[config.mk]
export PLATFORM = sky130hd
export DESIGN_NAME = timer_ctrl
export DESIGN_NICKNAME = d
export VERILOG_FILES = /design/src/rtl/timer_ctrl.sv
export SDC_FILE = /design/constraint.sdc
export NUM_CORES = 1
export LEC_CHECK = 0
export BUFFER_PORTS_ARGS = -buffer_cell sky130_fd_sc_hd__buf_2
export CAP_MARGIN = 5
export CORE_AREA = 2 2 68 50
export CTS_BUF_LIST = sky130_fd_sc_hd__clkbuf_8
export DETAILED_ROUTE_END_ITERATION = 10
export DIE_AREA = 0 0 70 52
export HOLD_SLACK_MARGIN = 0.06
export PLACE_DENSITY = 0.78
export SLEW_MARGIN = 20
export SYNTH_ARGS = -nofsm -noshare
export SYNTH_HDL_FRONTEND = slang
export SYNTH_SLANG_ARGS = --single-unit
[constraint.sdc]
create_clock -name clk -period 5.65 [get_ports clk]
set_input_delay 0.565 -clock clk [delete_from_list [all_inputs] [get_ports clk]]
set_output_delay 0.565 -clock clk [all_outputs]
set_load 0.05 [all_outputs]
[src/rtl/timer_ctrl.sv]
`default_nettype none
// +----------------------------------------------------------------------------+
// | timer_ctrl : button-driven sequencer for a 4-digit BCD MM:SS countdown     |
// | Rev 1.0                                                                    |
// +----------------------------------------------------------------------------+
module timer_ctrl #(
  parameter logic [15:0] PRESET_DEFAULT = 16'h0100,
  parameter int unsigned ALARM_TICKS    = 10
) (
  input  logic        clk,
  input  logic        rst,
  input  logic        i_tick,
  input  logic        i_btn_start,
  input  logic        i_btn_mode,
  input  logic        i_btn_inc,
  input  logic        i_zero,
  output logic        o_load,
  output logic [15:0] o_preset,
  output logic        o_cnt_en,
  output logic [3:0]  o_blank,
  output logic        o_alarm,
  output logic [2:0]  o_state
);

  localparam logic [2:0] c_IDLE    = 3'd0;
  localparam logic [2:0] c_SET_MIN = 3'd1;
  localparam logic [2:0] c_SET_SEC = 3'd2;
  localparam logic [2:0] c_RUN     = 3'd3;
  localparam logic [2:0] c_PAUSE   = 3'd4;
  localparam logic [2:0] c_ALARM   = 3'd5;

  localparam int unsigned       c_ACW        = (ALARM_TICKS < 2) ? 1 : $clog2(ALARM_TICKS + 1);
  localparam logic [c_ACW-1:0]  c_ALARM_INIT = c_ACW'(ALARM_TICKS);
  localparam logic [c_ACW-1:0]  c_ACNT_ONE   = c_ACW'(1);

  logic [2:0]       r_state;
  logic [15:0]      r_preset;
  logic             r_ph;
  logic [c_ACW-1:0] r_acnt;
  logic             r_load;
  logic [3:0]       r_blank;
  logic             r_alarm;

  logic [2:0]       w_next_state;
  logic [15:0]      w_next_preset;
  logic [c_ACW-1:0] w_next_acnt;
  logic             w_next_ph;
  logic [3:0]       w_next_blank;
  logic             w_preset_zero;
  logic             w_any_btn;

  // Two-digit BCD increment that wraps 59 -> 00.
  function automatic logic [7:0] f_bcd_inc59(input logic [7:0] v);
    logic [7:0] r;
    if (v[3:0] == 4'd9) begin
      r[3:0] = 4'd0;
      r[7:4] = (v[7:4] == 4'd5) ? 4'd0 : v[7:4] + 4'd1;
    end else begin
      r[3:0] = v[3:0] + 4'd1;
      r[7:4] = v[7:4];
    end
    return r;
  endfunction

  assign w_preset_zero = (r_preset == 16'h0000);
  assign w_any_btn     = i_btn_start | i_btn_mode | i_btn_inc;

  always_comb begin
    w_next_state  = r_state;
    w_next_preset = r_preset;
    w_next_acnt   = r_acnt;
    case (r_state)
      c_IDLE: begin
        if (i_btn_start) begin
          if (!w_preset_zero) w_next_state = c_RUN;
        end else if (i_btn_mode) begin
          w_next_state = c_SET_MIN;
        end
      end
      c_SET_MIN: begin
        if (i_btn_start)      w_next_state = c_IDLE;
        else if (i_btn_mode)  w_next_state = c_SET_SEC;
        else if (i_btn_inc)   w_next_preset[15:8] = f_bcd_inc59(r_preset[15:8]);
      end
      c_SET_SEC: begin
        if (i_btn_start || i_btn_mode) w_next_state = c_IDLE;
        else if (i_btn_inc)            w_next_preset[7:0] = f_bcd_inc59(r_preset[7:0]);
      end
      c_RUN: begin
        // Expiry outranks a pause request arriving in the same cycle.
        if (i_zero) begin
          w_next_state = c_ALARM;
          w_next_acnt  = c_ALARM_INIT;
        end else if (i_btn_start) begin
          w_next_state = c_PAUSE;
        end
      end
      c_PAUSE: begin
        if (i_btn_start)     w_next_state = c_RUN;
        else if (i_btn_mode) w_next_state = c_IDLE;
      end
      c_ALARM: begin
        if (w_any_btn) begin
          w_next_state = c_IDLE;
        end else if (i_tick) begin
          if (r_acnt <= c_ACNT_ONE) begin
            w_next_acnt  = '0;
            w_next_state = c_IDLE;
          end else begin
            w_next_acnt = r_acnt - c_ACNT_ONE;
          end
        end
      end
      default: w_next_state = c_IDLE;
    endcase
  end

  // Phase restarts at 0 on any state change so freshly entered modes show digits.
  assign w_next_ph = (w_next_state != r_state) ? 1'b0 : (r_ph ^ i_tick);

  always_comb begin
    w_next_blank = 4'b0000;
    case (w_next_state)
      c_SET_MIN:       w_next_blank = {w_next_ph, w_next_ph, 2'b00};
      c_SET_SEC:       w_next_blank = {2'b00, w_next_ph, w_next_ph};
      c_PAUSE, c_ALARM: w_next_blank = {4{w_next_ph}};
      default:         w_next_blank = 4'b0000;
    endcase
  end

  always_ff @(posedge clk) begin
    if (rst) begin
      r_state  <= c_IDLE;
      r_preset <= PRESET_DEFAULT;
      r_ph     <= 1'b0;
      r_acnt   <= '0;
      r_load   <= 1'b1;
      r_blank  <= 4'b0000;
      r_alarm  <= 1'b0;
    end else begin
      r_state  <= w_next_state;
      r_preset <= w_next_preset;
      r_ph     <= w_next_ph;
      r_acnt   <= w_next_acnt;
      r_load   <= (w_next_state == c_IDLE) || (w_next_state == c_SET_MIN) ||
                  (w_next_state == c_SET_SEC);
      r_blank  <= w_next_blank;
      r_alarm  <= (w_next_state == c_ALARM);
    end
  end

  assign o_load   = r_load;
  assign o_preset = r_preset;
  assign o_cnt_en = (r_state == c_RUN) & i_tick & ~i_zero;
  assign o_blank  = r_blank;
  assign o_alarm  = r_alarm;
  assign o_state  = r_state;

endmodule
`default_nettype wire

**Word-level counts from Yosys, hierarchy flattened**

Cells that the tools add are included.

- $add $sub $neg: 5
- Order comparisons: 1
- Equal/unequal tests: 17
- Mux-type cells: 25
- Bitwise gates (word level): 9
- Reductions and logical operators: 13

Operators with widths:

| cell | number |
|---|---|
| $mux W3 | 13 |
| $mux W4 | 8 |
| $pmux W3 S6 | 1 |
| $add A4 B1 Y4 const B | 4 |
| $logic_not A16 Y1 | 1 |
| $eq A3 B3 Y1 const B | 4 |
| $pmux W4 S3 | 1 |
| $reduce_and A4 Y1 | 3 |
| $eq A3 B2 Y1 const B | 3 |
| $eq A4 B3 Y1 const B | 2 |
| $eq A4 B4 Y1 const B | 2 |
| $pmux W4 S2 | 1 |
| $eq A3 B1 Y1 const B | 2 |
| $logic_not A3 Y1 | 2 |
| $ne A2 B2 Y1 const B | 3 |
| $reduce_and A5 Y1 | 1 |
| $le A4 B1 Y1 const B | 1 |
| $not A1 Y1 | 4 |
| $sub A4 B1 Y4 const B | 1 |
| $logic_or A1 B1 Y1 | 3 |
| $ne A3 B3 Y1 | 1 |
| $reduce_and A3 Y1 | 1 |
| $and A1 B1 Y1 | 2 |
| $or A1 B1 Y1 | 2 |
| 4 further kinds | 4 |

- Flip-flop bits (word level): 30
- Word-level logic and storage cells: 80

**Logic depth before layout (Yosys ltp)**

- Depth in word-level cells: 8
- Mapped depth: 7
- Mapped depth without buffers: 7

**Worst setup path after synthesis**

Ideal clock, no wire load.

- Path type: flip-flop to output port
- Start: register r_state[0] (netlist: o_state[0])
- End: output port o_cnt_en
- Arrival: 2.231 ns
- Required time: 5.085 ns
- Slack: 2.854 ns
- Cell stages (with the launch flop): 4
- Path buffers: 1
- Path through: dfxtp_1 -> buf_2 -> nand3b_1 -> nor3b_1

- Longest elaborated chain between the ends: 3

RTL lines:

| item | RTL line | RTL |
|---|---|---|
| start, declared | 36 | `logic [2:0] r_state;` |
| start signal, assigned | 133 | `r_state <= c_IDLE;` |
| start signal, assigned | 141 | `r_state <= w_next_state;` |
| $eq A3 B2 Y1 | 154 | `assign o_cnt_en = (r_state == c_RUN) & i_tick & ~i_zero;` |
| $and A1 B1 Y1 (2 in series) | 154 |  |
| end, declared | 19 | `output logic o_cnt_en,` |

Every way passes these cells.

**Worst setup path after layout**

- Start: register r_state[2] (netlist: o_state[2])
- End: register r_blank[1] (netlist: o_blank[1])

- Longest elaborated chain between the ends: 7
- Elaborated cells on any way between the ends: 28

RTL lines:

| item | RTL line | RTL |
|---|---|---|
| $mux W3 | 106 | `if (r_acnt <= c_ACNT_ONE) begin` |
| $mux W3 | 105 | `end else if (i_tick) begin` |
| $mux W3 | 103 | `if (w_any_btn) begin` |
| $pmux W3 S6 | 72 | `case (r_state)` |
| $ne A3 B3 Y1 / $eq A3 B3 Y1 (equally long branches) | 119, 123 |  |
| $mux W1 / $reduce_or A2 Y1 (equally long branches) | 119, 123 |  |
| $pmux W4 S3 (*) | 123 | `case (w_next_state)` |
| end signal, assigned | 147 | `r_blank <= w_next_blank;` |
| end, declared | 41 | `logic [3:0] r_blank;` |

Every way passes the cells marked *; elsewhere a longest branch is shown, timed or not.
A chain may end at the register's enable or synchronous reset.

==> flow_summary.ini <==
[run_status]
status = finished, final reports clean

[worst_setup_path]
r2r_cells = 5
reg2reg_to = o_blank[1]$_SDFF_PP0_
regToRegSetupSlack_ps = 3440
worstPathRequired_ps = 5830
crit_type = reg2reg
cp-start-kind = flip-flop
worstPathMaxFanout = 13
cp-end-kind = flip-flop
worstPathArrival_ps = 2390
reg2reg_from = o_state[2]$_SDFF_PP0_

[layout]
finalNetCount = 220
final_cells = 248
final_area_um2 = 1810
drive_above_1_share_pct = 21.0
antennaDiodeCount = 0
area_delta_synth_final_pct = 14.5

[die]
die_y_um = 52
initial_utilization_pct = 52.3
coreArea_um2 = 3020
fp.dieArea_um2 = 3640
io_pins = 33
num_rows = 17
fp.dieW_um = 70

[clocking]
cts.repair.resized = 0
h-tree-depth = 1
root_buffer = clkbuf_8
cts_sinks = 28
clk_latency_ps = 270
cts_tree = yes
cts_setup_buffers = 0
cts_inserted_buffers = 3
clockBufferDepth = 2
hold_buffers = 0
clk_pin_slew_ps = 90

[drt]
vias_per_cell = 5.71
postRouteAntennaNets = 0
drtIter0Drc = 98
firstDrtPassIters = 4
wl_per_cell_um = 12.6
vias = 1417
drc = 0
drt-total-wl_um = 3130

[place]
placed_area_um2 = 1740
gp_congestion = 0.863
place_ws_ps = 3340
hpwlAfterDp_um = 2290
port_buffers = 32
dp.cells = 244

[min_path]
hold_end = r_acnt[1]$_SDFFE_PP0P_
hold_path_depth = 2
hp-start = r_acnt[1]$_SDFFE_PP0P_
hold_class = reg2reg

[yosys]
syn_avg_cell_area_um2 = 8.58
yosysSeqAreaShare_pct = 35.5
synthTopCellsByArea = dfxtp_1, nor2_1, nor4b_4
synth.cell_area_um2 = 1580
syn_nets = 193
synth_enable_flop_cells = 0
syn-instance-count = 184
synthFlopType = dfxtp_1
ys.warnings.count = 0
synth_top_area_cell = dfxtp_1
synth_common_cells = dfxtp_1, nor2_1, a21oi_1
synth_top_area_share_pct = 35.5
ys_types = 49
synth-seq-cells = 28
postSynth.asyncResetShare_pct = 0

[power_and_ir_drop]
power.total_w = 0.000429
p_per_area_nw_per_um2 = 237
power_leakage_nw = 0.714
peakVddDrop_uv = 207

[timing]
rsz0062_at_grt = false
fin_crit_sh_pct = 39.2
maxSlewHeadroom_pct = 68.1
worstMarginPinSlew_ps = 466
min_period_ps = 2210
finalHoldViolations = 0
slew_viol_final = 0
setup_violations = 0
tns_ps = 0
fin_skew_ps = 7.83
setup_ws_ps = 3440
max_freq_ghz = 0.452

[global_route]
overflow = 0
grt_pass1_wl_um = 5240
antenna_found_initial = 0
grt_max_degree = 28
grt_pass1_vias = 1138
grt_use_total_pct = 17.9

[run]
cap_viol_max_count = 0
## cell type report
class	instances	area [µm²]
tap	38	47.5
fill	289	1210
timing repair buffer	32	160
multi-input combinational	138	938
inverter	8	30.0
clock buffer	3	41.3
sequential	28	561
clock inverter	1	30.0
## registers in the layout (all words and copies together), names as in the netlist
signal	cells
o_blank	2
o_preset	16
o_alarm	1
o_state	3
r_acnt	4
o_load	1
r_ph	1
## per-stage QoR
step,util [%],hold slack [ps]
floorplan,-,491
detailed placement,57.5,513
finish,59.9,520
global placement,57.5,506
global route,59.9,579
CTS,59.9,525
## worst max-delay path: stages, from the launching register on
cell and delay [ps]:
dfxtp_1 610, nand3b_1 320, a311oi_2 450, a31oi_1 170
and2_4 220, a2111oi_2 330
## per-layer routing
layer  track usage, %  up-vias  routed length [µm]
met5                0        -                   0
li1                 -      720                   -
met2             28.6       43                1390
met3             4.65        2                 170
met4             2.88        0                  13
met1             25.0      652                1560
## logic make-up after synthesis
| kind of cell | after synthesis | synth area share [%] |
|---|---|---|
| AND/OR/NAND/NOR | 77 | 29.7 |
| AO/OA/AOI/OAI | 48 | 21.8 |
| flip-flops | 28 | 35.5 |
| buffers and inverters | 18 | 5.07 |
| XOR/XNOR | 8 | 4.44 |
| multiplexers | 3 | 1.90 |
| adder cells (fa/ha/maj) | 2 | 1.58 |
## cell usage in the layout, fill, tap and decap left out, types with 6 or more instances in the layout
cell / n
nand2_1: 6
nor2_1: 28
nor3_1: 6
inv_1: 8
buf_2: 32
a21oi_1: 11
o21ai_0: 6
dfxtp_1: 28
## power breakdown
| part | internal [W] | leakage [nW] | switching, W |
|---|---|---|---|
| Combinational | 0.0000219 | 0.452 | 0.0000434 |
| Clock | 0.0000948 | 0.0357 | 0.0000594 |
| Sequential | 0.000202 | 0.227 | 0.00000743 |
## worst max-delay path by stage
stage | start | end | cells past startpoint
global placement | i_btn_start | o_blank[1]$_SDFF_PP0_ | 6
finish | o_state[2]$_SDFF_PP0_ | o_blank[1]$_SDFF_PP0_ | 5
global route | o_state[2]$_SDFF_PP0_ | o_blank[1]$_SDFF_PP0_ | 5
CTS | o_state[2]$_SDFF_PP0_ | o_blank[1]$_SDFF_PP0_ | 5
floorplan | o_state[0]$_SDFF_PP0_ | o_cnt_en | 3
detailed placement | i_btn_start | o_preset[14]$_SDFFE_PP0P_ | 6
Note: power is estimated with default switching activity, not from simulation.
